`src/rtl/pipe_pkg.sv`:
```
// Shared types and default parameters for the pipeline hazard controller.
package pipe_pkg;

    localparam int unsigned CNT_W_DEF       = 16;
    localparam int unsigned MEM_TIMEOUT_DEF = 64;
    localparam int unsigned REG_W           = 5;

    typedef enum logic {
        RUN  = 1'b0,
        WAIT = 1'b1
    } state_t;

endpackage

```
`src/rtl/hazard_detect.sv`:
```
// Load-use comparator: the decode instruction reads a register that the
// load currently in execute has not yet produced. x0 never hazards.
module hazard_detect
    import pipe_pkg::*;
(
    input  logic [REG_W-1:0] id_rs1,
    input  logic [REG_W-1:0] id_rs2,
    input  logic             id_use1,
    input  logic             id_use2,
    input  logic             ex_memread,
    input  logic [REG_W-1:0] ex_rd,
    output logic             load_use_c
);

    // Match either live source operand against a non-zero load destination
    always_comb begin
        load_use_c = ex_memread && (ex_rd != '0) &&
                     ((id_use1 && (id_rs1 == ex_rd)) ||
                      (id_use2 && (id_rs2 == ex_rd)));
    end

endmodule

```
`src/rtl/pipe_ctrl.sv`:
```
// Pipeline stall/flush controller: load-use bubbles, taken-branch flushes,
// data-memory wait holds with timeout, and saturating performance counters.
module pipe_ctrl
    import pipe_pkg::*;
#(
    parameter int unsigned CNT_W       = CNT_W_DEF,
    parameter int unsigned MEM_TIMEOUT = MEM_TIMEOUT_DEF
) (
    input  logic             clk,
    input  logic             reset,
    input  logic [REG_W-1:0] id_rs1,
    input  logic [REG_W-1:0] id_rs2,
    input  logic             id_use1,
    input  logic             id_use2,
    input  logic             ex_memread,
    input  logic [REG_W-1:0] ex_rd,
    input  logic             mem_taken,
    input  logic             mem_req,
    input  logic             mem_ready,
    output logic             pcwrite,
    output logic             fdwrite,
    output logic             fd_flush,
    output logic             de_bubble,
    output logic             em_flush,
    output logic             hold,
    output logic             mem_err,
    output logic [CNT_W-1:0] stall_cnt,
    output logic [CNT_W-1:0] flush_cnt
);

    localparam int unsigned WAIT_W = $clog2(MEM_TIMEOUT + 1);
    localparam logic [WAIT_W-1:0] WAIT_MAX = WAIT_W'(MEM_TIMEOUT);

    state_t              state_q, state_d;
    logic                pend_taken_q;
    logic [WAIT_W-1:0]   wait_cnt_q;
    logic [WAIT_W-1:0]   wait_nxt;
    logic [CNT_W-1:0]    stall_cnt_q;
    logic [CNT_W-1:0]    flush_cnt_q;
    logic                mem_err_q;
    logic                load_use_c;
    logic                taken_eff;
    logic                enter_wait;
    logic                wait_inc;
    logic                stall_inc;
    logic                flush_inc;
    logic                err_set;

    hazard_detect u_hazard (
        .id_rs1     (id_rs1),
        .id_rs2     (id_rs2),
        .id_use1    (id_use1),
        .id_use2    (id_use2),
        .ex_memread (ex_memread),
        .ex_rd      (ex_rd),
        .load_use_c (load_use_c)
    );

    // Next state and same-cycle control decode; priority reset > mem wait > flush > load-use
    always_comb begin
        state_d    = state_q;
        pcwrite    = 1'b1;
        fdwrite    = 1'b1;
        fd_flush   = 1'b0;
        de_bubble  = 1'b0;
        em_flush   = 1'b0;
        hold       = 1'b0;
        enter_wait = 1'b0;
        wait_inc   = 1'b0;
        stall_inc  = 1'b0;
        flush_inc  = 1'b0;
        taken_eff  = mem_taken || ((state_q == WAIT) && pend_taken_q);
        if (reset) begin
            pcwrite   = 1'b0;
            fdwrite   = 1'b0;
            fd_flush  = 1'b1;
            de_bubble = 1'b1;
            em_flush  = 1'b1;
            state_d   = RUN;
        end else if ((state_q == WAIT) && !mem_ready) begin
            pcwrite   = 1'b0;
            fdwrite   = 1'b0;
            hold      = 1'b1;
            wait_inc  = 1'b1;
            stall_inc = 1'b1;
        end else if ((state_q == RUN) && mem_req && !mem_ready) begin
            pcwrite    = 1'b0;
            fdwrite    = 1'b0;
            hold       = 1'b1;
            enter_wait = 1'b1;
            stall_inc  = 1'b1;
            state_d    = WAIT;
        end else begin
            // Plain RUN, or the WAIT cycle where memory completes (deferred branch folded in)
            state_d = RUN;
            if (taken_eff) begin
                fd_flush  = 1'b1;
                de_bubble = 1'b1;
                em_flush  = 1'b1;
                flush_inc = 1'b1;
            end else if (load_use_c) begin
                pcwrite   = 1'b0;
                fdwrite   = 1'b0;
                de_bubble = 1'b1;
                stall_inc = 1'b1;
            end
        end
    end

    // Saturating wait-cycle count and timeout detection
    always_comb begin
        if (enter_wait) begin
            wait_nxt = WAIT_W'(1);
        end else if (wait_cnt_q == WAIT_MAX) begin
            wait_nxt = wait_cnt_q;
        end else begin
            wait_nxt = wait_cnt_q + WAIT_W'(1);
        end
        err_set = (enter_wait || wait_inc) && (wait_nxt == WAIT_MAX);
    end

    // State, pending branch, wait counter, performance counters and sticky error
    always_ff @(posedge clk) begin
        if (reset) begin
            state_q      <= RUN;
            pend_taken_q <= 1'b0;
            wait_cnt_q   <= '0;
            stall_cnt_q  <= '0;
            flush_cnt_q  <= '0;
            mem_err_q    <= 1'b0;
        end else begin
            state_q <= state_d;
            if (enter_wait) begin
                pend_taken_q <= mem_taken;
            end else if (!wait_inc) begin
                pend_taken_q <= 1'b0;
            end
            wait_cnt_q <= (enter_wait || wait_inc) ? wait_nxt : '0;
            if (stall_inc && (stall_cnt_q != '1)) begin
                stall_cnt_q <= stall_cnt_q + CNT_W'(1);
            end
            if (flush_inc && (flush_cnt_q != '1)) begin
                flush_cnt_q <= flush_cnt_q + CNT_W'(1);
            end
            if (err_set) begin
                mem_err_q <= 1'b1;
            end
        end
    end

    assign stall_cnt = stall_cnt_q;
    assign flush_cnt = flush_cnt_q;
    assign mem_err   = mem_err_q;

endmodule
```
`config.mk`:
```
export PLATFORM = sky130hd
export DESIGN_NAME = pipe_ctrl
export DESIGN_NICKNAME = d
export VERILOG_FILES = /design/src/rtl/pipe_pkg.sv /design/src/rtl/hazard_detect.sv /design/src/rtl/pipe_ctrl.sv
export SDC_FILE = /design/constraint.sdc
export NUM_CORES = 1
export LEC_CHECK = 0
export BUFFER_PORTS_ARGS = -buffer_cell sky130_fd_sc_hd__buf_2
export CORE_MARGIN = 4
export CORE_UTILIZATION = 40
export CTS_BUF_LIST = sky130_fd_sc_hd__clkbuf_2
export DETAILED_ROUTE_END_ITERATION = 10
export PLACE_DENSITY = 0.65
export SETUP_SLACK_MARGIN = 0.02
export SLEW_MARGIN = 40
export SYNTH_ARGS = -nofsm -noshare
export SYNTH_HDL_FRONTEND = slang
export SYNTH_HIERARCHICAL = 1
export SYNTH_SLANG_ARGS = --single-unit
```
`constraint.sdc`:
```
create_clock -name clk -period 5.2 [get_ports clk]
set_input_delay 0.26 -clock clk [delete_from_list [all_inputs] [get_ports clk]]
set_output_delay 0.26 -clock clk [all_outputs]
set_load 0.03 [all_outputs]
```
==> metrics.md, run 1 <==
| Metric | Value |
|---|---|
| Detailed-route vias per instance | 5.34 |
| Leakage | 1.08 nW |
| Flops & latches, synth | 42 |
| Proportion of synthesized chip area in sequential cells | 36.4% |
| Async SR Flop Fraction | 0% |
| Least-Margin Pin Slew | 0.618 ns |
| Final critical path time including I/O delays and setup | 2.56 ns |
| Number of buffers on the longest clock path | 2 |
| Setup crit end kind | flop |
| Routed length per instance | 12.8 um |
| Fin. max-slew vios | 0 |
| Outcome | completed |
| Delay of the slowest cell on the worst path | 0.58 ns |
| Fraction of final layout cells sized beyond drive strength 1 | 22.3% |
| Post-layout total power | 625 uW |
| Unique masters post-synth | 49 |
| Combinational Power Share | 9.3% |
| Most frequent CP cell | a21oi_1 |
| Remaining number of nets flagged by the antenna check after routing | 0 |
| Number of warning messages in the yosys log | 6 |
| Number of antenna repair diodes | 0 |
| Switching power | 150 uW |
| Die extent in y | 83.9 um |
| Most used standard cell by instance count after synthesis | dfxtp_1 |
| Post-CTS clock slew at the launch and capture registers of the worst setup and hold paths | 0.23 ns |
| Port buffer count | 61 |
| TritonCTS clock tree | done |
| Total clock sinks | 42 |
| Maximum achievable frequency | 391 MHz |
| Req. time, crit path | 5.53 ns |
| Synth-to-Final Area Change | 18.4% |
| Most used flip-flop cell after synthesis | dfxtp_1 |
| Worst-case headroom to the max-slew limit | 58.5% |
| Router iterations before antenna repair | 4 |
| Floorplan die width | 83.9 um |
| Share of the clock period used by the worst path | 49.2% |
| CP Buf/Inv Count | 1 |
| Initial core utilization | 41.6% |
| Final GP Congestion | 0.793 |
| Antenna violations before repair | 0 |
| Clock insertion delay at the later pin of the skew report | 0.41 ns |
| Arrival time at the worst endpoint | 2.89 ns |
| Clock Power Share | 38.0% |
| Total power density per cell area | 229 nW/um2 |
| First-pass GRT wire length | 9100 um |
| Placeable core region | 5540 um2 |
| Routed wire length | 5240 um |
| Number of nets in the layout | 362 |
| Number of design rule violations left after detail routing | 0 |
| Top cells by count, synth | dfxtp_1 (42), nor2_1 (27), nand2_1 (23), nor3_1 (18) |
| Overall via count from detail_route | 2180 |
| Leading area contributor after synthesis | dfxtp_1 |
| GR Overflow Total | 0 |
| RSZ-0062 raised after global routing | no |
| Fin util | 49.3% |
| Launching element type of the critical path | input port |
| Kind of path behind the tightest hold check | input port to flop |
| Cells along the critical path | buf_2 > xor2_1 > nor4_1 > nand3_1 > a21oi_1 > nor2b_1 > o311a_2 > or4b_1 > or4_1 > a21oi_1 |
| Global-route total usage across every layer | 15.4% |
| Total of hold buffers inserted after clock tree synthesis | 0 |
| Resize count post-CTS | 0 |
| Worst-path cell with the longest stage delay | or4b_1 |
| Delay-heaviest family, CP | simple AND/OR/NAND/NOR gates |
| Start-to-end type of the worst setup path | input port to flop |
| Vias in the first global route | 2011 |
| Cell Count, Final, Fillers Out | 408 |
| Number of hold violations in the final report | 0 |
| Synthesized area | 2310 um2 |
| Count of final setup violators | 0 |
| Floorplan die area | 7050 um2 |
| Buffer cell driving the clock tree root | clkbuf_2 |
| Maximum fanout along the worst path | 10 |
| Post-DP HPWL | 3940 um |
| Accumulated negative setup slack | 0 ns |
| Clock Skew | 0.0270 ns |
| Average footprint of a synthesized cell | 8.30 um2 |
| DRC marker count from the first detailed-route iteration | 129 |
| Max Cap Violations | 0 |
| Num CTS Buffers | 5 |
| Maximum vdd drop | 124 uV |
| Total number of placement rows | 27 |
| Top Ports | 62 |
| Layout fillers | 564 |
| Area share of the leading cell type in the synthesized netlist | 36.4% |
| Post CTS Setup Buffer Count | 0 |
| Pin count of the biggest net entering global routing | 36 |
| Fraction of power spent switching nets | 24.1% |
| Placed instance count | 400 |
| Number of enable-type register cells in the synthesized netlist | 0 |
| Cell-internal power | 475 uW |
| Maximum level of the CTS H-tree | 2 |
| Leading cell types by total area after synthesis | dfxtp_1 (36%), xnor2_1 (6.1%), xor2_1 (4.6%), nor2_1 (4.4%), nor3_1 (3.9%) |
| Proportion of power drawn by flip-flops and latches | 52.8% |
| Net Count, Synth | 305 |
| Cells after Synth | 278 |
## routing by layer
layer  GRT usage (%)  up-vias  part of all wire, %
li1                -     1133                    -
met1            19.6      997                   47
met2            25.5       43                   46
met3            4.05        7                  5.3
met4            4.39        0                  1.1
met5               0        -                    0
## logic make-up after synthesis
| kind of cell | Yosys count | synth area share (%) |
|---|---|---|
| AOI/OAI and AO/OA | 42 | 12.3 |
| xor gates and xnor gates | 28 | 10.6 |
| adders and majority gates | 4 | 2.17 |
| buffers and inverters | 18 | 4.01 |
| DFF | 42 | 36.4 |
| muxes | 5 | 2.17 |
| and+or+nand+nor | 139 | 32.3 |
## sequential cells by signal, summed over array words and instances (netlist names)
register,count
state_q,1
flush_cnt,16
stall_cnt,16
pend_taken_q,1
mem_err,1
wait_cnt_q,7
## worst reg2reg max path, delay by kind of cell (launching register included)
kind,cells,cell delay (ns)
compound gates,2,0.45
flops,1,0.57
simple gates,2,1.04
## worst paths after layout
kind         depth (start not counted)       endpoint       from  slack [ns]
min                                  2   pend_taken_q  mem_ready        0.12
min reg2reg                          1        mem_err    mem_err        0.49
max                                 10  stall_cnt[15]   ex_rd[2]        2.64
max reg2reg                          4  stall_cnt[15]    state_q        3.08
## per-stage QoR
stage	worst slack (ns)	hold slack (ns)	cell area, um2
after floorplan	2.71	0.442	2310
after global placement	2.40	0.456	2640
after detailed placement	2.26	0.453	2640
after CTS	2.69	0.0925	2730
after global routing	2.51	0.108	2730
final	2.64	0.119	2730
## power by group through the flow
stage               registers (mW)  logic [mW]  clock network (mW)
global placement             0.336      0.0576                   0
floorplan                    0.338      0.0377                   0
detailed placement           0.336      0.0580                   0
finish                       0.330      0.0579               0.237
CTS                          0.330      0.0582               0.244
global route                 0.331      0.0645               0.255
## final cells by class
type                    count  area [um2]  share of cell area (%)
clock inverters             3        63.8                    2.34
clock buffers               5        25.0                   0.916
inverters                   7        26.3                   0.962
well taps                  72        90.1                    3.30
multi-input cells         218        1380                    50.5
repair buffers             61         305                    11.2
flip-flops and latches     42         841                    30.8
## layout by cell type, fill, tap and decap left out, types with 2 or more instances in the layout
master and instances:
o311ai_0 3, and3_1 7, or4_1 5, nand2b_1 3, nand2_1 23, o21ai_0 9
inv_1 6, o41ai_1 2, clkbuf_2 5, buf_2 61, ha_1 4, mux2i_1 5
xor2_1 12, and4_1 3, nor4_1 5, bufinv_16 2, and4b_1 2, a31oi_1 2
or3_1 10, xnor2_1 16, nor2_1 27, nand3_1 16, nor4_2 2, a21oi_1 12
nor2b_1 3, nand4b_1 2, dfxtp_1 42, nor3_1 18, nand4_1 7, o31ai_1 4
(Power assumes the default switching activity.)
==> inputs of run 2 (changes only) <==
clock period = 2.7 ns   (was 5.2 ns; I/O delays follow)
==> run 2 against run 1 <==
Sequential share of layout area shrank 0.28 points. Sequential power grew 92%. Clock skew is 0.0067 ns lower. Global-route usage fell by 0.39 points. Final area is 0.92% higher. Clock-buffer cell count unchanged. Worst hold slack got worse by 0.052 ns. Largest cell class unchanged. Critical path type unchanged. Worst setup slack worse by 2.2 ns.
==> metrics.md, run 2 (synthesized netlist as in run 1, its figures left out) <==
| Metric | Value |
|---|---|
| Die extent in y | 83.9 um (unchanged) |
| Floorplan die area | 7050 um2 (unchanged) |
| Number of antenna repair diodes | 0 (unchanged) |
| Fraction of final layout cells sized beyond drive strength 1 | 23.6% (+1.3 points) |
| Final GP Congestion | 0.800 (+0.87%) |
| Share of the clock period used by the worst path | 84.1% |
| Number of design rule violations left after detail routing | 0 (unchanged) |
| Pin count of the biggest net entering global routing | 35 (-2.8%) |
| Area of the multi-input gates | 1370 um2 (-0.45%) |
| Initial core utilization | 41.6% (unchanged) |
| Busiest layer in global routing | met2 |
| Placeable core region | 5540 um2 (unchanged) |
| Router iterations before antenna repair | 4 (unchanged) |
| Number of buffers on the longest clock path | 2 (unchanged) |
| Fin util | 49.8% (+0.45 points) |
| Post CTS Setup Buffer Count | 0 (unchanged) |
| Synth-to-Final Area Change | 19.5% |
| Antenna violations before repair | 0 (unchanged) |
| Launching element type of the critical path | input port |
| Outcome | completed |
| Routed wire length | 5230 um (-0.17%) |
| Post-CTS clock slew at the launch and capture registers of the worst setup and hold paths | 0.21 ns (-0.02 ns) |
| Accumulated negative setup slack | 0 ns (unchanged) |
| Most common library cell in the layout ignoring fill and taps | buf_2 |
| Req. time, crit path | 3.05 ns (-2.48 ns) |
| Sequential cell area | 841 um2 (unchanged) |
| Routed length per instance | 12.6 um (-1.9%) |
| Worst-case headroom to the max-slew limit | 65.0% (+6.5 points) |
| Setup crit end kind | flop |
| First-pass GRT wire length | 8890 um (-2.4%) |
| Grt met1 use | 19.1% (-0.50 points) |
| Count of final setup violators | 0 (unchanged) |
| Post-DP HPWL | 3920 um (-0.61%) |
| Clock insertion delay at the later pin of the skew report | 0.41 ns (about the same) |
| Fin. max-slew vios | 0 (unchanged) |
| Maximum achievable frequency | 441 MHz |
| Total number of placement rows | 27 (unchanged) |
| Overall via count from detail_route | 2200 (+0.92%) |
| Buffer cell driving the clock tree root | clkbuf_2 |
| Maximum level of the CTS H-tree | 2 (unchanged) |
| GR Overflow Total | 0 (unchanged) |
| Total clock sinks | 42 (unchanged) |
| Remaining number of nets flagged by the antenna check after routing | 0 (unchanged) |
| Floorplan die width | 83.9 um (unchanged) |
| TritonCTS clock tree | done |
| Global-route total usage across every layer | 15.0% (-0.39 points) |
| Max Cap Violations | 0 (unchanged) |
| Leakage | 1.11 nW (+2.6%) |
| Least-Margin Pin Slew | 0.521 ns (-0.0968 ns) |
| Kind of path behind the tightest hold check | input port to flop |
| Detailed-route vias per instance | 5.30 (-0.78%) |
| Maximum fanout along the worst path | 10 (unchanged) |
| Final critical path time including I/O delays and setup | 2.27 ns |
| Maximum vdd drop | 274 uV (+120%) |
| Clock Skew | 0.0204 ns (-0.00666 ns) |
| Leading cell types in the layout, fill and taps excluded | buf_2 (61), dfxtp_1 (42), nor2_1 (27) |
| DRC marker count from the first detailed-route iteration | 94 (-27%) |
| Vias in the first global route | 2022 (+0.55%) |
| GRT met3 Usage | 3.65% (-0.39 points) |
| Start-to-end type of the worst setup path | input port to flop |
| Port buffer count | 61 (unchanged) |
| Total power density per cell area | 406 nW/um2 (+78%) |
| Top Ports | 62 (unchanged) |
| Minimum setup slack among reg-to-reg paths | 0.62 ns (-2.46 ns) |
| Number of nets in the layout | 369 (+1.9%) |
| Met2 capacity usage during global routing | 25.2% (-0.29 points) |
| Num CTS Buffers | 5 (unchanged) |
| Layout fillers | 568 (+0.71%) |
| RSZ-0062 raised after global routing | no |
| Number of hold violations in the final report | 0 (unchanged) |
| Arrival time at the worst endpoint | 2.62 ns (-0.27 ns) |
-- run 2: cell count changes in the layout (fill, tap and decap cells not counted), sizes merged --
cell | previous run | this run
clkinv | 1 | 2
dlygate4sd3 | 0 | 1
bufinv | 2 | 1
buf | 61 | 67
-- run 2: timing repair --
action	CTS	global route
resized for setup	0	0
hold endpoints to repair	3	0
hold buffers	1	0
-- run 2: area by class of cell --
type | instances | area share [%]
multi-input combinational | 218 | 49.8
sequential | 42 | 30.5
timing repair buffer | 68 | 13.1
tap | 72 | 3.27
clock inverter | 3 | 1.45
inverter | 7 | 0.953
clock buffer | 5 | 0.908
-- run 2: final timing paths --
path | startpoint | end | cells past startpoint
worst min-delay path | mem_req | state_q | 3
worst max register to register | stall_cnt[0] | stall_cnt[15] | 6
worst max-delay path | ex_rd[2] | stall_cnt[15] | 10
worst min register to register | mem_err | mem_err | 1
-- run 2: report_power, final --
group / switching (mW) / leakage, nW / total [mW] / internal (mW)
sequential: 0.00848 / 0.339 / 0.635 / 0.627
clock: 0.214 / 0.0427 / 0.368 / 0.154
combinational: 0.0717 / 0.731 / 0.117 / 0.0451
-- run 2: worst max-delay path, stage by stage --
cell	delay, ns
buf_2	0.12
xor2_1	0.16
nor4_1	0.29
nand3_1	0.11
a21oi_1	0.23
nor2b_1	0.21
o311a_2	0.19
or4b_1	0.59
or4_1	0.44
a21oi_1	0.14
-- run 2: per-layer routing --
layer	wire length (um)	part of all wire [%]	vias to the layer above
met3	236	4.5	7
met4	55	1.1	0
met1	2540	49	1000
li1	-	-	1147
met5	0	0	-
met2	2400	46	46
-- run 2: stage by stage --
stage                     area, um2  std cells  hold slack [ns]  power [mW]  setup WS, ns
after global placement         2680        406            0.451       0.762        0.0836
after global routing           2760        415           0.0346        1.18         0.263
after detailed placement       2680        406            0.455       0.763        0.0152
after CTS                      2760        415           0.0411        1.14         0.435
after floorplan                2310        278            0.317       0.723         0.336
final                          2760        415           0.0671        1.12         0.430
